## src/rtl/kamus_lsu_ctrl_if.sv

```systemverilog
// L1D request/grant/response bus between the LSU sequencer (master) and the data cache (slave).
interface kamus_lsu_ctrl_if;
  logic        l1d_req_o;
  logic        l1d_we_o;
  logic [31:0] l1d_addr_o;
  logic [31:0] l1d_wdata_o;
  logic [3:0]  l1d_be_o;
  logic        l1d_gnt_i;
  logic        l1d_rvalid_i;
  logic [31:0] l1d_rdata_i;

  modport master (
    output l1d_req_o, l1d_we_o, l1d_addr_o, l1d_wdata_o, l1d_be_o,
    input  l1d_gnt_i, l1d_rvalid_i, l1d_rdata_i
  );

  modport slave (
    input  l1d_req_o, l1d_we_o, l1d_addr_o, l1d_wdata_o, l1d_be_o,
    output l1d_gnt_i, l1d_rvalid_i, l1d_rdata_i
  );
endinterface

```

## src/rtl/kamus_lsu_ctrl.sv

```systemverilog
// Load/store sequencer: drives the L1D req/gnt/rvalid handshake, stalls EX until the access
// completes, steers store lanes, extends load data, flags misalignment and bus timeouts.
module kamus_lsu_lane #(
  parameter int LANE = 0
) (
  input  logic [1:0] size,
  input  logic [1:0] off,
  input  logic [7:0] byte8,
  input  logic [7:0] half8,
  input  logic [7:0] word8,
  output logic       be,
  output logic [7:0] wbyte
);
  localparam logic [1:0] LN = 2'(LANE);

  always_comb begin
    be    = 1'b1;
    wbyte = word8;
    case (size)
      2'b00:   begin be = (off == LN);       wbyte = byte8; end
      2'b01:   begin be = (off[1] == LN[1]); wbyte = half8; end
      default: begin be = 1'b1;              wbyte = word8; end
    endcase
  end
endmodule

module kamus_lsu_ctrl #(
  parameter int TIMEOUT_CYC = 255
) (
  input  logic        clk_i,
  input  logic        rst_i,
  input  logic        mem_valid_i,
  input  logic        mem_we_i,
  input  logic [1:0]  mem_size_i,
  input  logic        mem_unsigned_i,
  input  logic [31:0] mem_addr_i,
  input  logic [31:0] mem_wdata_i,
  input  logic        flush_i,
  kamus_lsu_ctrl_if.master l1d,
  output logic        stall_o,
  output logic [31:0] rdata_o,
  output logic        done_o,
  output logic        misaligned_o,
  output logic        bus_err_o
);
  localparam int NUM_LANES = 4;
  localparam int CW = $clog2(TIMEOUT_CYC + 1);

  typedef enum logic [1:0] {IDLE, REQ, RSP, DONE} state_t;

  state_t      state;
  logic        req_q, we_q, done_q, err_q, drop_q, uns_q;
  logic [31:0] addr_q, wdata_q, rdata_q;
  logic [3:0]  be_q;
  logic [1:0]  size_q, off_q;
  logic [CW-1:0] cnt;

  logic                        mis, accept, last;
  logic [NUM_LANES-1:0]        steer_be;
  logic [NUM_LANES-1:0][7:0]   steer_wdata;

  for (genvar i = 0; i < NUM_LANES; i++) begin : g_lane
    kamus_lsu_lane #(.LANE(i)) u_lane (
      .size  (mem_size_i),
      .off   (mem_addr_i[1:0]),
      .byte8 (mem_wdata_i[7:0]),
      .half8 (mem_wdata_i[8*(i%2) +: 8]),
      .word8 (mem_wdata_i[8*i +: 8]),
      .be    (steer_be[i]),
      .wbyte (steer_wdata[i])
    );
  end

  assign mis = (mem_size_i == 2'b01 && mem_addr_i[0]) ||
               (mem_size_i == 2'b10 && mem_addr_i[1:0] != 2'b00) ||
               (mem_size_i == 2'b11);
  assign accept       = (state == IDLE) && mem_valid_i && !mis && !flush_i;
  assign misaligned_o = (state == IDLE) && mem_valid_i && mis;
  assign stall_o      = accept || (state == REQ) || (state == RSP);
  assign last         = (cnt == CW'(TIMEOUT_CYC - 1));

  function automatic logic [31:0] ld_ext(logic [31:0] w, logic [1:0] sz, logic [1:0] off, logic uns);
    logic [7:0]  b;
    logic [15:0] h;
    b = w[{off, 3'b000} +: 8];
    h = off[1] ? w[31:16] : w[15:0];
    case (sz)
      2'b00:   ld_ext = uns ? {24'h0, b} : {{24{b[7]}}, b};
      2'b01:   ld_ext = uns ? {16'h0, h} : {{16{h[15]}}, h};
      default: ld_ext = w;
    endcase
  endfunction

  always_ff @(posedge clk_i) begin
    if (rst_i) begin
      state   <= IDLE;
      req_q   <= 1'b0;
      we_q    <= 1'b0;
      addr_q  <= '0;
      wdata_q <= '0;
      be_q    <= '0;
      cnt     <= '0;
      rdata_q <= '0;
      done_q  <= 1'b0;
      err_q   <= 1'b0;
      drop_q  <= 1'b0;
      size_q  <= '0;
      off_q   <= '0;
      uns_q   <= 1'b0;
    end else begin
      done_q  <= 1'b0;
      err_q   <= 1'b0;
      rdata_q <= '0;
      case (state)
        IDLE: if (accept) begin
          state   <= REQ;
          req_q   <= 1'b1;
          we_q    <= mem_we_i;
          addr_q  <= {mem_addr_i[31:2], 2'b00};
          wdata_q <= steer_wdata;
          be_q    <= steer_be;
          size_q  <= mem_size_i;
          off_q   <= mem_addr_i[1:0];
          uns_q   <= mem_unsigned_i;
          cnt     <= '0;
          drop_q  <= 1'b0;
        end
        REQ: begin
          cnt <= cnt + 1'b1;
          if (l1d.l1d_gnt_i && l1d.l1d_rvalid_i) begin
            req_q <= 1'b0;
            if (flush_i) state <= IDLE;
            else begin
              state   <= DONE;
              done_q  <= 1'b1;
              rdata_q <= we_q ? '0 : ld_ext(l1d.l1d_rdata_i, size_q, off_q, uns_q);
            end
          end else if (flush_i && !l1d.l1d_gnt_i) begin
            req_q <= 1'b0;
            state <= IDLE;
          end else if (last) begin
            // a grant in the final cycle is not a completion; the timeout still fires
            req_q <= 1'b0;
            if (flush_i) state <= IDLE;
            else begin
              state  <= DONE;
              done_q <= 1'b1;
              err_q  <= 1'b1;
            end
          end else if (l1d.l1d_gnt_i) begin
            req_q  <= 1'b0;
            state  <= RSP;
            drop_q <= flush_i;
          end
        end
        RSP: begin
          cnt <= cnt + 1'b1;
          if (l1d.l1d_rvalid_i) begin
            if (drop_q || flush_i) state <= IDLE;
            else begin
              state   <= DONE;
              done_q  <= 1'b1;
              rdata_q <= we_q ? '0 : ld_ext(l1d.l1d_rdata_i, size_q, off_q, uns_q);
            end
          end else if (last) begin
            if (drop_q || flush_i) state <= IDLE;
            else begin
              state  <= DONE;
              done_q <= 1'b1;
              err_q  <= 1'b1;
            end
          end else if (flush_i) begin
            drop_q <= 1'b1;
          end
        end
        DONE: state <= IDLE;
        default: state <= IDLE;
      endcase
    end
  end

  assign l1d.l1d_req_o   = req_q;
  assign l1d.l1d_we_o    = we_q;
  assign l1d.l1d_addr_o  = addr_q;
  assign l1d.l1d_wdata_o = wdata_q;
  assign l1d.l1d_be_o    = be_q;
  assign rdata_o         = rdata_q;
  assign done_o          = done_q;
  assign bus_err_o       = err_q;
endmodule

```

## src/flat_wrapper.sv

```systemverilog
// flat-port wrapper written by rule: the top's interface ports become plain ports
module kamus_lsu_ctrl_flat 
#(
  parameter int TIMEOUT_CYC = 255
)
  (clk_i, rst_i, mem_valid_i, mem_we_i, mem_size_i, mem_unsigned_i, mem_addr_i, mem_wdata_i, flush_i, stall_o, rdata_o, done_o, misaligned_o, bus_err_o, l1d_l1d_req_o, l1d_l1d_we_o, l1d_l1d_addr_o, l1d_l1d_wdata_o, l1d_l1d_be_o, l1d_l1d_gnt_i, l1d_l1d_rvalid_i, l1d_l1d_rdata_i);
  kamus_lsu_ctrl_if l1d_i ();
  input  logic clk_i;
  input  logic rst_i;
  input  logic mem_valid_i;
  input  logic mem_we_i;
  input  logic [1:0] mem_size_i;
  input  logic mem_unsigned_i;
  input  logic [31:0] mem_addr_i;
  input  logic [31:0] mem_wdata_i;
  input  logic flush_i;
  output logic stall_o;
  output logic [31:0] rdata_o;
  output logic done_o;
  output logic misaligned_o;
  output logic bus_err_o;
  output wire logic [$bits(l1d_i.l1d_req_o)-1:0] l1d_l1d_req_o;
  output wire logic [$bits(l1d_i.l1d_we_o)-1:0] l1d_l1d_we_o;
  output wire logic [$bits(l1d_i.l1d_addr_o)-1:0] l1d_l1d_addr_o;
  output wire logic [$bits(l1d_i.l1d_wdata_o)-1:0] l1d_l1d_wdata_o;
  output wire logic [$bits(l1d_i.l1d_be_o)-1:0] l1d_l1d_be_o;
  input wire logic [$bits(l1d_i.l1d_gnt_i)-1:0] l1d_l1d_gnt_i;
  input wire logic [$bits(l1d_i.l1d_rvalid_i)-1:0] l1d_l1d_rvalid_i;
  input wire logic [$bits(l1d_i.l1d_rdata_i)-1:0] l1d_l1d_rdata_i;
  assign l1d_l1d_req_o = l1d_i.l1d_req_o;
  assign l1d_l1d_we_o = l1d_i.l1d_we_o;
  assign l1d_l1d_addr_o = l1d_i.l1d_addr_o;
  assign l1d_l1d_wdata_o = l1d_i.l1d_wdata_o;
  assign l1d_l1d_be_o = l1d_i.l1d_be_o;
  assign l1d_i.l1d_gnt_i = l1d_l1d_gnt_i;
  assign l1d_i.l1d_rvalid_i = l1d_l1d_rvalid_i;
  assign l1d_i.l1d_rdata_i = l1d_l1d_rdata_i;
  kamus_lsu_ctrl #(.TIMEOUT_CYC(TIMEOUT_CYC)) u_core (.clk_i(clk_i), .rst_i(rst_i), .mem_valid_i(mem_valid_i), .mem_we_i(mem_we_i), .mem_size_i(mem_size_i), .mem_unsigned_i(mem_unsigned_i), .mem_addr_i(mem_addr_i), .mem_wdata_i(mem_wdata_i), .flush_i(flush_i), .l1d(l1d_i), .stall_o(stall_o), .rdata_o(rdata_o), .done_o(done_o), .misaligned_o(misaligned_o), .bus_err_o(bus_err_o));
endmodule
```

## config.mk

```make
export PLATFORM = sky130hd
export DESIGN_NAME = kamus_lsu_ctrl_flat
export DESIGN_NICKNAME = d
export VERILOG_FILES = /design/src/rtl/kamus_lsu_ctrl_if.sv /design/src/rtl/kamus_lsu_ctrl.sv /design/src/flat_wrapper.sv
export SDC_FILE = /design/constraint.sdc
export NUM_CORES = 1
export LEC_CHECK = 0
export CAP_MARGIN = 20
export CORE_UTILIZATION = 44
export DETAILED_ROUTE_END_ITERATION = 8
export PLACE_DENSITY = 0.9
export SLEW_MARGIN = 25
export SYNTH_ARGS = -nofsm -noshare
export SYNTH_HDL_FRONTEND = slang
export SYNTH_SLANG_ARGS = --single-unit
export TNS_END_PERCENT = 50
```

## constraint.sdc

```tcl
create_clock -name clk_i -period 2.57 [get_ports clk_i]
set_clock_uncertainty 0.1 [all_clocks]
set_input_delay 0.257 -clock clk_i [delete_from_list [all_inputs] [get_ports clk_i]]
set_output_delay 0.257 -clock clk_i [all_outputs]
set_load 0.1 [all_outputs]
```

==> results.py <==
metrics = {
    "timing": {
        "fmax_mhz": 426,
        "timing.setup.tns_ns": 0,
        "final-max-slew-violation-count": 0,
        "timing_worst_slew_pin_value_ns": 0.690,
        "final_min_period_over_clock_period_pct": 91.4,
        "report.final.hold_viol_count": 0,
        "slew-limit-headroom_pct": 53.9,
        "fin_ws_ns": 0.222,
        "grt_setup_unrepaired": "no",
        "finalSetupViolCount": 0,
        "fin_crit_ns": 2.35,
    },
    "clock_tree": {
        "cts-resized-gates": 0,
        "hold_buffers": 0,
        "cts-buffers-inserted": 17,
        "clock_tree_from_tritoncts": "done",
        "clockBufferDepth": 2,
        "htreeDepth": 4,
        "cts_sinks": 118,
        "post-cts-setup-buffer-count": 0,
        "clock_pin_slew_on_the_worst_setup_and_hold_paths_ns": 0.06,
        "clkLatencyLatePin_ns": 0.41,
        "cts.root.buffer_cell": "sky130_fd_sc_hd__clkbuf_16",
    },
    "floorplan": {
        "ios": 212,
        "die_area_um2": 12500,
        "fp.coreArea_um2": 11600,
        "die_h_um": 112,
        "fp.dieW_um": 112,
        "initial_utilization_pct": 45.9,
        "rows": 39,
    },
    "yosys": {
        "number_of_enable_type_register_cells_in_the_synthesized_netlist": 0,
        "syn_area_per_cell_um2": 8.38,
        "synth_top_cells_by_area": "sky130_fd_sc_hd__dfxtp_1 44%, sky130_fd_sc_hd__nand2_1 8.8%, sky130_fd_sc_hd__a21oi_1 7.6%, sky130_fd_sc_hd__mux2i_1 5.1%, sky130_fd_sc_hd__nor2_1 2.5%",
        "synth_seq_area_share_pct": 44.5,
        "yosysMostFrequentCell": "sky130_fd_sc_hd__nand2_1",
        "synthTopCellsByCount": "124 x sky130_fd_sc_hd__nand2_1, 118 x sky130_fd_sc_hd__dfxtp_1, 81 x sky130_fd_sc_hd__a21oi_1",
        "synthesis.instances": 634,
        "yosys_warnings": 0,
        "synth_cell_type_count": 48,
        "ys.flop_type": "sky130_fd_sc_hd__dfxtp_1",
        "yosys_register_bits": 118,
        "netlist.top_cell.by_area": "sky130_fd_sc_hd__dfxtp_1",
        "yosys.area.top_type_share_pct": 44.5,
        "mappedNetlistArea_um2": 5310,
        "synth_async_sr_flop_share_pct": 0,
    },
    "critical_path": {
        "critical_path.startpoint": "u_core.state[0]$_SDFFE_PP0P_",
        "ff2ff_setup_slack_ns": 0.45,
        "crit_path_start_kind": "register",
        "worst_path_max_delay_cell": "sky130_fd_sc_hd__dfxtp_1",
        "worstReg2RegStart": "u_core.state[0]$_SDFFE_PP0P_",
        "cpPeakStageDelay_ns": 0.39,
        "crit-reg2reg-capture": "u_core.rdata_o[12]$_SDFF_PP0_",
        "critical_path.endpoint_type": "output port",
        "crit_path_to": "stall_o",
        "cp_max_fo": 13,
        "critPathTopFamily": "flip-flops",
        "cp_cell_sequence": "inv_1 > ha_1 > nand3b_1 > a21o_2 > nand2b_1 > buf_12",
        "ff2ff_path_depth": 7,
        "timing.critical_path.required_ns": 2.21,
        "crit_type": "reg -> out",
        "worst-path-buf-inv": 2,
        "cp.arrival_ns": 1.99,
        "timing.critical_path.depth": 6,
    },
    "cells_and_area": {
        "finalNetCount": 945,
        "diodes": 0,
        "drive_gt1_share_pct": 22.2,
        "final.fill_count": 935,
        "layout-area-overhead-vs-synth_pct": 48.4,
    },
    "power_and_ir_drop": {
        "ir_drop_uv": 409,
        "leakagePower_nw": 3.19,
        "power_density_nw_per_um2": 736,
    },
    "place": {
        "gp_congestion": 0.874,
        "dp_hpwl_um": 11400,
        "port_buffers": 209,
        "dpl_worst_slack_ns": 0.286,
    },
    "route": {
        "drt.antenna.violating_nets": 0,
        "detailedRoute.firstIterationViolations": 390,
        "vias": 5305,
        "sum_of_routed_wire_length_over_all_layers_um": 15800,
        "drt_drc_violations_left": 20,
        "wirelength_per_cell_um": 16.0,
        "first_pass_iters": 7,
        "vias_per_cell": 5.37,
    },
    "global_route": {
        "antenna_violations_before_repair": 0,
        "grt_start_max_net_pins": 65,
        "grt_overflow_total": 0,
        "global_route_wire_length_before_repair_um": 25500,
        "first_global_vias": 5093,
        "grt_util_all_layers_pct": 25.8,
    },
    "outcome": {
        "violations": "design-rule violations",
        "outcome": "complete, but fails checks",
    },
    "min_path": {
        "min_path_type": "in -> reg",
        "hold-path-cell-count": 2,
    },
    "job": {
        "drv_cap": 0,
    },
}
worst min path at each step:
stage	start	slack (ns)	end
floorplan	mem_unsigned_i	0.29	u_core.uns_q$_SDFFE_PP0P_
global placement	u_core.l1d.l1d_addr_o[3]$_SDFFE_PP0P_	0.34	u_core.l1d.l1d_addr_o[3]$_SDFFE_PP0P_
detailed placement	u_core.l1d.l1d_addr_o[2]$_SDFFE_PP0P_	0.35	u_core.l1d.l1d_addr_o[2]$_SDFFE_PP0P_
CTS	rst_i	0.23	u_core.l1d.l1d_addr_o[10]$_SDFFE_PP0P_
global route	rst_i	0.27	u_core.l1d.l1d_wdata_o[6]$_SDFFE_PP0P_
finish	rst_i	0.24	u_core.l1d.l1d_wdata_o[5]$_SDFFE_PP0P_
cell families after synthesis:
logic type      after synthesis  share of synthesized area (%)
simple gates                225                           18.9
compound gates              168                           21.2
flops                       118                           44.5
fa+ha+maj                     7                           1.65
mux                          34                           6.57
buf+inv                      81                           7.07
other cells                   1                         0.0706
final cells by class:
| class | instances | area (um^2) | share of cell area (%) |
|---|---|---|---|
| multi-input cells | 436 | 2590 | 32.9 |
| well taps | 143 | 179 | 2.27 |
| clock buffers | 18 | 439 | 5.57 |
| repair buffers | 230 | 2050 | 26.0 |
| inverters | 29 | 109 | 1.38 |
| clock inverters | 14 | 151 | 1.92 |
| flip-flops and latches | 118 | 2360 | 30.0 |
placed cells by master (no fill, tap or decap), types with 8 or more instances in the layout:
cell type / synthesis / final
sky130_fd_sc_hd__a211oi_1: 11 / 11
sky130_fd_sc_hd__nand2_1: 124 / 124
sky130_fd_sc_hd__dfxtp_1: 118 / 118
sky130_fd_sc_hd__nor3_1: 20 / 19
sky130_fd_sc_hd__a221oi_1: 8 / 8
sky130_fd_sc_hd__buf_4: 8 / 120
sky130_fd_sc_hd__nor2_1: 36 / 35
sky130_fd_sc_hd__a311oi_1: 11 / 11
sky130_fd_sc_hd__nand2b_1: 9 / 9
sky130_fd_sc_hd__clkdlybuf4s50_1: 0 / 104
sky130_fd_sc_hd__mux2i_1: 27 / 27
sky130_fd_sc_hd__o211ai_1: 10 / 10
sky130_fd_sc_hd__a21oi_1: 81 / 81
sky130_fd_sc_hd__clkbuf_16: 0 / 17
sky130_fd_sc_hd__inv_1: 28 / 28
sky130_fd_sc_hd__o21ai_0: 14 / 14
sky130_fd_sc_hd__nand3_1: 8 / 8
flip-flops by register name, summed over array words and instances (netlist names):
| register | flops |
|---|---|
| u_core.bus_err_o | 1 |
| u_core.state | 2 |
| u_core.uns_q | 1 |
| u_core.size_q | 2 |
| u_core.l1d.l1d_req_o | 1 |
| u_core.drop_q | 1 |
| u_core.off_q | 2 |
| u_core.l1d.l1d_we_o | 1 |
| u_core.l1d.l1d_wdata_o | 32 |
| u_core.done_o | 1 |
| u_core.l1d.l1d_be_o | 4 |
| u_core.l1d.l1d_addr_o | 30 |
| u_core.cnt | 8 |
| u_core.rdata_o | 32 |
stage by stage:
| step | instance area, um^2 | util [%] | instances | hold WS, ns | total power [mW] |
|---|---|---|---|---|---|
| final | 7880 | 68.1 | 988 | 0.243 | 5.80 |
| after global routing | 7880 | 68.1 | 988 | 0.271 | 6.03 |
| after CTS | 7880 | 68.1 | 988 | 0.228 | 5.84 |
| after detailed placement | 7290 | 63.0 | 956 | 0.348 | 3.50 |
| after global placement | 7290 | 63.0 | 956 | 0.343 | 3.48 |
| after floorplan | 5320 | - | 635 | 0.293 | 3.04 |
where the power goes:
part	internal [mW]	switching, mW	total (mW)	leakage, nW
sequential	1.91	0.0601	1.97	0.956
clock	1.46	0.874	2.33	0.275
combinational	0.481	1.01	1.49	1.96
total	3.85	1.95	5.80	3.19
per-layer routing:
layer / vias to the layer above / routed length (um) / GRT usage, %
li1: 2603 / - / -
met1: 2422 / 6320 / 30.4
met2: 254 / 7680 / 43.5
met3: 26 / 1480 / 7.89
met4: 0 / 328 / 10.7
met5: - / 0 / 0
No activity file was read; power rests on OpenSTA's default activity.
